===== src/rtl/tlc_pkg.sv =====
// Shared lamp codes, phase type and default dwell times
// for the traffic-light controller monitor.
package tlc_pkg;

  localparam logic [2:0] RED = 3'b100;
  localparam logic [2:0] YEL = 3'b010;
  localparam logic [2:0] GRN = 3'b001;

  typedef logic [2:0] phase_t;

  localparam int TG_DEF = 12;
  localparam int TY_DEF = 3;

  function automatic phase_t next_phase(phase_t p);
    return p + 3'd1;
  endfunction

endpackage


===== src/rtl/tlc_lamp_decode.sv =====
// Combinational map from the four lamp codes to a phase
// number, with dark and multiple-green detection.
module tlc_lamp_decode
  import tlc_pkg::*;
(
  input  logic [2:0] north,
  input  logic [2:0] east,
  input  logic [2:0] south,
  input  logic [2:0] west,
  output phase_t     phase,
  output logic       valid,
  output logic       dark,
  output logic       multi_green
);

  logic [3:0] grn;

  assign grn = {north == GRN, east == GRN,
                south == GRN, west == GRN};
  assign multi_green = (grn & (grn - 4'd1)) != 4'd0;
  assign dark = {north, east, south, west} == 12'd0;

  always_comb begin
    phase = 3'd0;
    valid = 1'b0;
    case ({north, east, south, west})
      {GRN, RED, RED, RED}: begin phase = 3'd0; valid = 1'b1; end
      {YEL, YEL, RED, RED}: begin phase = 3'd1; valid = 1'b1; end
      {RED, GRN, RED, RED}: begin phase = 3'd2; valid = 1'b1; end
      {RED, YEL, YEL, RED}: begin phase = 3'd3; valid = 1'b1; end
      {RED, RED, GRN, RED}: begin phase = 3'd4; valid = 1'b1; end
      {RED, RED, YEL, YEL}: begin phase = 3'd5; valid = 1'b1; end
      {RED, RED, RED, GRN}: begin phase = 3'd6; valid = 1'b1; end
      {YEL, RED, RED, YEL}: begin phase = 3'd7; valid = 1'b1; end
      default: ;
    endcase
  end

endmodule


===== src/rtl/tlc_monitor.sv =====
// Traffic-light sequence/encoding/timing monitor with sticky flags.
// Dwell-time checking is built only with TLC_MON_TIMING_EN defined.
module tlc_monitor
  import tlc_pkg::*;
#(
  parameter int TG = TG_DEF,
  parameter int TY = TY_DEF
) (
  input  logic       clk,
  input  logic       rst,
  input  logic [2:0] north,
  input  logic [2:0] east,
  input  logic [2:0] south,
  input  logic [2:0] west,
  input  logic       err_clr,
  output logic [2:0] phase,
  output logic       phase_valid,
  output logic       err_conflict,
  output logic       err_encoding,
  output logic       err_sequence,
  output logic       err_timing,
  output logic       fault,
  output logic [7:0] rot_count
);

  logic [11:0] lamp_d, lamp_q;
  phase_t      dec_phase;
  logic        dec_valid, dec_dark, dec_multi;

  phase_t      phase_d, phase_q;
  logic        valid_d, valid_q;
  logic        tracked_d, tracked_q;
  logic [7:0]  rot_d, rot_q;
  logic        conf_d, conf_q, enc_d, enc_q;
  logic        seq_d, seq_q, tim_d, tim_q;
  logic        fault_d, fault_q;
  logic        new_conf, new_enc, new_seq, new_tim;
  logic        chg;

  assign lamp_d = {north, east, south, west};

  tlc_lamp_decode u_dec (
    .north       (lamp_q[11:9]),
    .east        (lamp_q[8:6]),
    .south       (lamp_q[5:3]),
    .west        (lamp_q[2:0]),
    .phase       (dec_phase),
    .valid       (dec_valid),
    .dark        (dec_dark),
    .multi_green (dec_multi)
  );

  assign chg = tracked_q & dec_valid & (dec_phase != phase_q);

  always_comb begin
    phase_d   = phase_q;
    valid_d   = 1'b0;
    tracked_d = 1'b0;
    rot_d     = rot_q;
    new_conf  = 1'b0;
    new_enc   = 1'b0;
    new_seq   = 1'b0;
    if (dec_dark) begin
      tracked_d = 1'b0;
    end else if (!dec_valid) begin
      new_enc  = 1'b1;
      new_conf = dec_multi;
    end else begin
      valid_d   = 1'b1;
      tracked_d = 1'b1;
      phase_d   = dec_phase;
      if (chg && dec_phase != next_phase(phase_q))
        new_seq = 1'b1;
      if (chg && phase_q == 3'd7 && dec_phase == 3'd0)
        rot_d = rot_q + 8'd1;
    end
    // a fresh detection outranks a same-cycle clear
    conf_d  = (conf_q & ~err_clr) | new_conf;
    enc_d   = (enc_q  & ~err_clr) | new_enc;
    seq_d   = (seq_q  & ~err_clr) | new_seq;
    tim_d   = (tim_q  & ~err_clr) | new_tim;
    fault_d = conf_q | enc_q | seq_q | tim_q;
  end

`ifdef TLC_MON_TIMING_EN
  localparam logic [7:0] TG_L = 8'(TG);
  localparam logic [7:0] TY_L = 8'(TY);

  logic [7:0] dwell_d, dwell_q, lim;
  logic       exempt_d, exempt_q;

  assign lim = phase_q[0] ? TY_L : TG_L;

  always_comb begin
    dwell_d  = 8'd0;
    exempt_d = 1'b1;
    new_tim  = 1'b0;
    if (dec_valid && !tracked_q) begin
      dwell_d = 8'd1;
    end else if (dec_valid && !chg) begin
      dwell_d  = (&dwell_q) ? dwell_q : dwell_q + 8'd1;
      exempt_d = exempt_q;
      new_tim  = !exempt_q && (dwell_d > lim);
    end else if (chg) begin
      dwell_d  = 8'd1;
      exempt_d = 1'b0;
      new_tim  = !exempt_q && (dwell_q != lim);
    end
  end

  always_ff @(posedge clk) begin
    if (!rst) begin
      dwell_q  <= 8'd0;
      exempt_q <= 1'b1;
    end else begin
      dwell_q  <= dwell_d;
      exempt_q <= exempt_d;
    end
  end
`else
  logic [31:0] unused_cfg;
  assign unused_cfg = 32'(TG + TY);
  assign new_tim    = 1'b0;
`endif

  always_ff @(posedge clk) begin
    if (!rst) begin
      lamp_q    <= 12'd0;
      phase_q   <= 3'd0;
      valid_q   <= 1'b0;
      tracked_q <= 1'b0;
      rot_q     <= 8'd0;
      conf_q    <= 1'b0;
      enc_q     <= 1'b0;
      seq_q     <= 1'b0;
      tim_q     <= 1'b0;
      fault_q   <= 1'b0;
    end else begin
      lamp_q    <= lamp_d;
      phase_q   <= phase_d;
      valid_q   <= valid_d;
      tracked_q <= tracked_d;
      rot_q     <= rot_d;
      conf_q    <= conf_d;
      enc_q     <= enc_d;
      seq_q     <= seq_d;
      tim_q     <= tim_d;
      fault_q   <= fault_d;
    end
  end

  assign phase        = phase_q;
  assign phase_valid  = valid_q;
  assign err_conflict = conf_q;
  assign err_encoding = enc_q;
  assign err_sequence = seq_q;
  assign err_timing   = tim_q;
  assign fault        = fault_q;
  assign rot_count    = rot_q;

endmodule


===== config.mk =====
export PLATFORM = sky130hd
export DESIGN_NAME = tlc_monitor
export DESIGN_NICKNAME = d
export VERILOG_FILES = /design/src/rtl/tlc_pkg.sv /design/src/rtl/tlc_lamp_decode.sv /design/src/rtl/tlc_monitor.sv
export SDC_FILE = /design/constraint.sdc
export NUM_CORES = 1
export LEC_CHECK = 0
export CAP_MARGIN = 20
export CORE_MARGIN = 3
export CORE_UTILIZATION = 45
export DETAILED_ROUTE_END_ITERATION = 16
export PLACE_DENSITY = 0.74
export SLEW_MARGIN = 20
export SYNTH_ARGS = -nofsm -noshare
export SYNTH_HDL_FRONTEND = slang
export SYNTH_SLANG_ARGS = --single-unit

===== constraint.sdc =====
create_clock -name clk -period 2.6 [get_ports clk]
set_input_delay 0.52 -clock clk [delete_from_list [all_inputs] [get_ports clk]]
set_output_delay 0.52 -clock clk [all_outputs]
set_load 0.005 [all_outputs]

==> metrics.md, run 1 <==
| Metric | Value |
|---|---|
| Lkg Pwr | 0.000712 uW |
| Crit-path max cell delay | 0.51 ns |
| NumNets Final | roughly 220 |
| Worst-Margin Slew | between 0.5 and 0.6 ns |
| Layout cells sized above 1 | 8.96% |
| Die Ht | 64.4 um |
| Reg2reg path depth | 6 |
| Avg WL per Cell | roughly 15 um |
| Clock buffer depth | 2 |
| CTS Hold Buffers Added | 0 |
| Async S/R FF share, synth | 0% |
| Critical Path End Type | flip-flop |
| Leading cell type in the layout, fill and taps excluded | clkdlybuf4s50_1 |
| Post-DP HPWL | roughly 2.7 mm |
| Mean area per synthesized cell | between 9 and 10 um^2 |
| Post-synth EDFFs | 0 |
| Worst r2r dst | rot_count[6]$_SDFFE_PN0P_ |
| MaxCap Viol Count | 0 |
| Root buf cell | clkbuf_4 |
| Clock sinks | 29 |
| Fin. Hold Viols | 0 |
| Clock Pin Slew Worst Setup and Hold Paths | 0.10 ns |
| Total GRT Usage | approximately a fifth |
| TritonRoute pass-1 iters | 4 |
| Area Growth Syn to Fin | 28.0% |
| Top_reg_cell synth | dfxtp_1 |
| Hold_sp | err_encoding$_SDFF_PN0_ |
| Slew headroom | approximately three fifths |
| Final min period | 2.34 ns |
| Commonest cells after routing, fill and taps aside | clkdlybuf4s50_1, dfxtp_1, and2_1 |
| Num CTS Buffers | 5 |
| Slew Viols, Final | 0 |
| CP cell instances | nor4b_4 -> o2111ai_1 -> and2_4 -> a32o_1 -> or4_1 -> a21oi_1 |
| Crit path kind | flip-flop to flip-flop |
| CTS tree | built |
| Post-synth cell types | 43 |
| Post-route antenna net violation count | 0 |
| Vias in the first global route | 1375 |
| Worst-Skew Late Latency | 0.33 ns |
| IO Count | 32 |
| Number of vias per cell | between 5 and 6 |
| Syn nets | 183 |
| Req. time, crit path | ~2.9 ns |
| Status | finished clean |
| Routed via count | ~1400 |
| WHS | roughly 0.48 ns |
| Die area | around 0.0041 mm^2 |
| DR iter-0 viols | 82 |
| Unrepaired setup endpoints after global routing | no |
| CP max-delay cell | or4_1 |
| Reg-to-reg slack, setup | 0.26 ns |
| Reg2Reg Launch Point | lamp_q[7]$_SDFF_PN0_ |
| Antenna cell count | 0 |
| GPL Wtd Cong | slightly below 1 |
| Synthesized area | 0.00153 mm^2 |
| Clk_skew | approximately 0.012 ns |
| Grt total ovfl | 0 |
| DRC | 0 |
| Seq cells post-synth | 29 |
| Sequential fraction of the synthesis area | between 30% and 40% |
| Max Fclk | 0.427 GHz |
| Pwr Density | 441 mW/mm^2 |
| H-tree Lvls | 2 |
| Initial Utilization | 48.7% |
| Syn. warnings | 0 |
| Critical path startpoint category | flip-flop |
| Final period utilization | 90.2% |
| Critical path arrival | 2.62 ns |
| Cells after Synth | 165 |
| DRT Wirelength | 3.60 mm |
| Die width | around 64 um |
| Initial antenna violation count | 0 |
| Setup_tns | 0 ns |
| First-pass GRT wire length | 6.29 mm |
| Largest net degree at the start of global routing | 23 |
| Core Area | 0.00315 mm^2 |
| Port Buf Inserts | 31 |
| VDD IR max | 276 uV |
| Post-CTS Repair Setup Buffers | 0 |
| Rows | 20 |
| WHS Path Cells | 2 |
| Hold Path Sink | err_encoding$_SDFF_PN0_ |
| Max FO, Critical Path | 13 |
| Finish-stage setup viols | 0 |
| Cts repair resizes | 0 |
| Worst hold path class | flip-flop to flip-flop |
==> final cells by class <==
| class | instances | area, um^2 |
|---|---|---|
| Clock inverter | 1 | 5.00 |
| Sequential cell | 29 | 581 |
| Fill cell | 299 | 1190 |
| Inverter | 4 | 15.0 |
| Tap cell | 44 | 55.1 |
| Multi-Input combinational cell | 127 | 917 |
| Timing Repair Buffer | 33 | 325 |
| Clock buffer | 7 | 65.1 |
==> worst max-delay path by stage <==
stage,start,slack [ns],endpoint
3_3_place_gp,lamp_q[6]$_SDFF_PN0_,0.38,rot_count[6]$_SDFFE_PN0P_
3_5_place_dp,lamp_q[7]$_SDFF_PN0_,0.28,rot_count[6]$_SDFFE_PN0P_
6_report,lamp_q[7]$_SDFF_PN0_,0.26,rot_count[6]$_SDFFE_PN0P_
2_1_floorplan,lamp_q[1]$_SDFF_PN0_,0.58,rot_count[7]$_SDFFE_PN0P_
4_1_cts,lamp_q[7]$_SDFF_PN0_,0.27,rot_count[6]$_SDFFE_PN0P_
5_1_grt,lamp_q[8]$_SDFF_PN0_,0.06,rot_count[6]$_SDFFE_PN0P_
==> sequential cells by signal, indices dropped and copies added, names as in the netlist <==
signal        count
rot_count         8
phase             3
fault             1
err_sequence      1
err_conflict      1
lamp_q           12
err_timing        1
err_encoding      1
tracked_q         1
==> per-stage QoR <==
step           worst slack (ns)  total power [uW]  std cells  util (%)  instance area [um^2]
2_1_floorplan             0.576               524        165         -                  1530
3_3_place_gp              0.384               564        237      60.0                  1890
3_5_place_dp              0.284               565        237      60.0                  1890
4_1_cts                   0.269               876        245      62.3                  1960
5_1_grt                  0.0550               911        245      62.3                  1960
6_report                  0.255               866        245      62.3                  1960
==> synth_stat cells, types with 2 or more instances <==
library cell  number  area, um^2
dfxtp_1           29         581
and2_1            16         100
nor2_1            14        52.6
nand2_1           13        48.8
a21oi_1            7        35.0
nand4b_1           6        52.6
nor4_1             6        37.5
inv_1              4        15.0
nor4bb_1           4        40.0
o21a_1             4        30.0
o31a_1             4        35.0
and4bb_2           3        37.5
clkbuf_1           3        11.3
ha_1               3        37.5
mux2i_1            3        30.0
nand3b_1           3        22.5
nor2b_1            3        18.8
o2111ai_1          3        26.3
a32o_1             2        20.0
and3_1             2        12.5
and4_1             2        17.5
buf_2              2        10.0
nand2b_1           2        12.5
nand3_1            2        10.0
nor3b_1            2        15.0
nor4b_4            2        47.6
o21ai_0            2        10.0
o31ai_1            2        15.0
xnor2_1            2        17.5
xor2_1             2        17.5
==> routing by layer <==
layer	global-route usage (%)	up-vias	part of all wire, %
met2	33.6	45	48
met4	6.60	0	1.4
li1	-	695	-
met5	0	-	0
met3	6.68	8	7.1
met1	22.6	656	44
==> critical path, delay by kind of cell, from the launching register on <==
kind | cells | cell delay [ns]
simple gates | 3 | 1.12
flops | 1 | 0.41
compound gates | 3 | 0.76
==> cells by family (layout without fill, tap and decap cells) <==
logic type | count (synthesis) | in the layout | synth area share (%)
simple gates | 87 | 87 | 38.1
compound gates | 29 | 29 | 14.4
flops | 29 | 29 | 37.8
buf+inv | 9 | 45 | 2.37
fa+ha+maj | 4 | 4 | 3.10
xor+xnor | 4 | 4 | 2.28
mux | 3 | 3 | 1.96
==> power by group <==
part / total, uW / internal, uW / switching, uW / leakage (uW)
clock: 311 / 156 / 154 / 0.0000413
combinational: 77.1 / 47.5 / 29.6 / 0.000433
sequential: 478 / 457 / 20.5 / 0.000238
total: 866 / 661 / 204 / 0.000712
(Power assumes the default switching activity.)
==> inputs of run 2 (changes only) <==
- CAP_MARGIN: 20 -> 10
==> results of run 2 <==
Same layout as run 1: the final DEF is identical, and so are final timing and power.
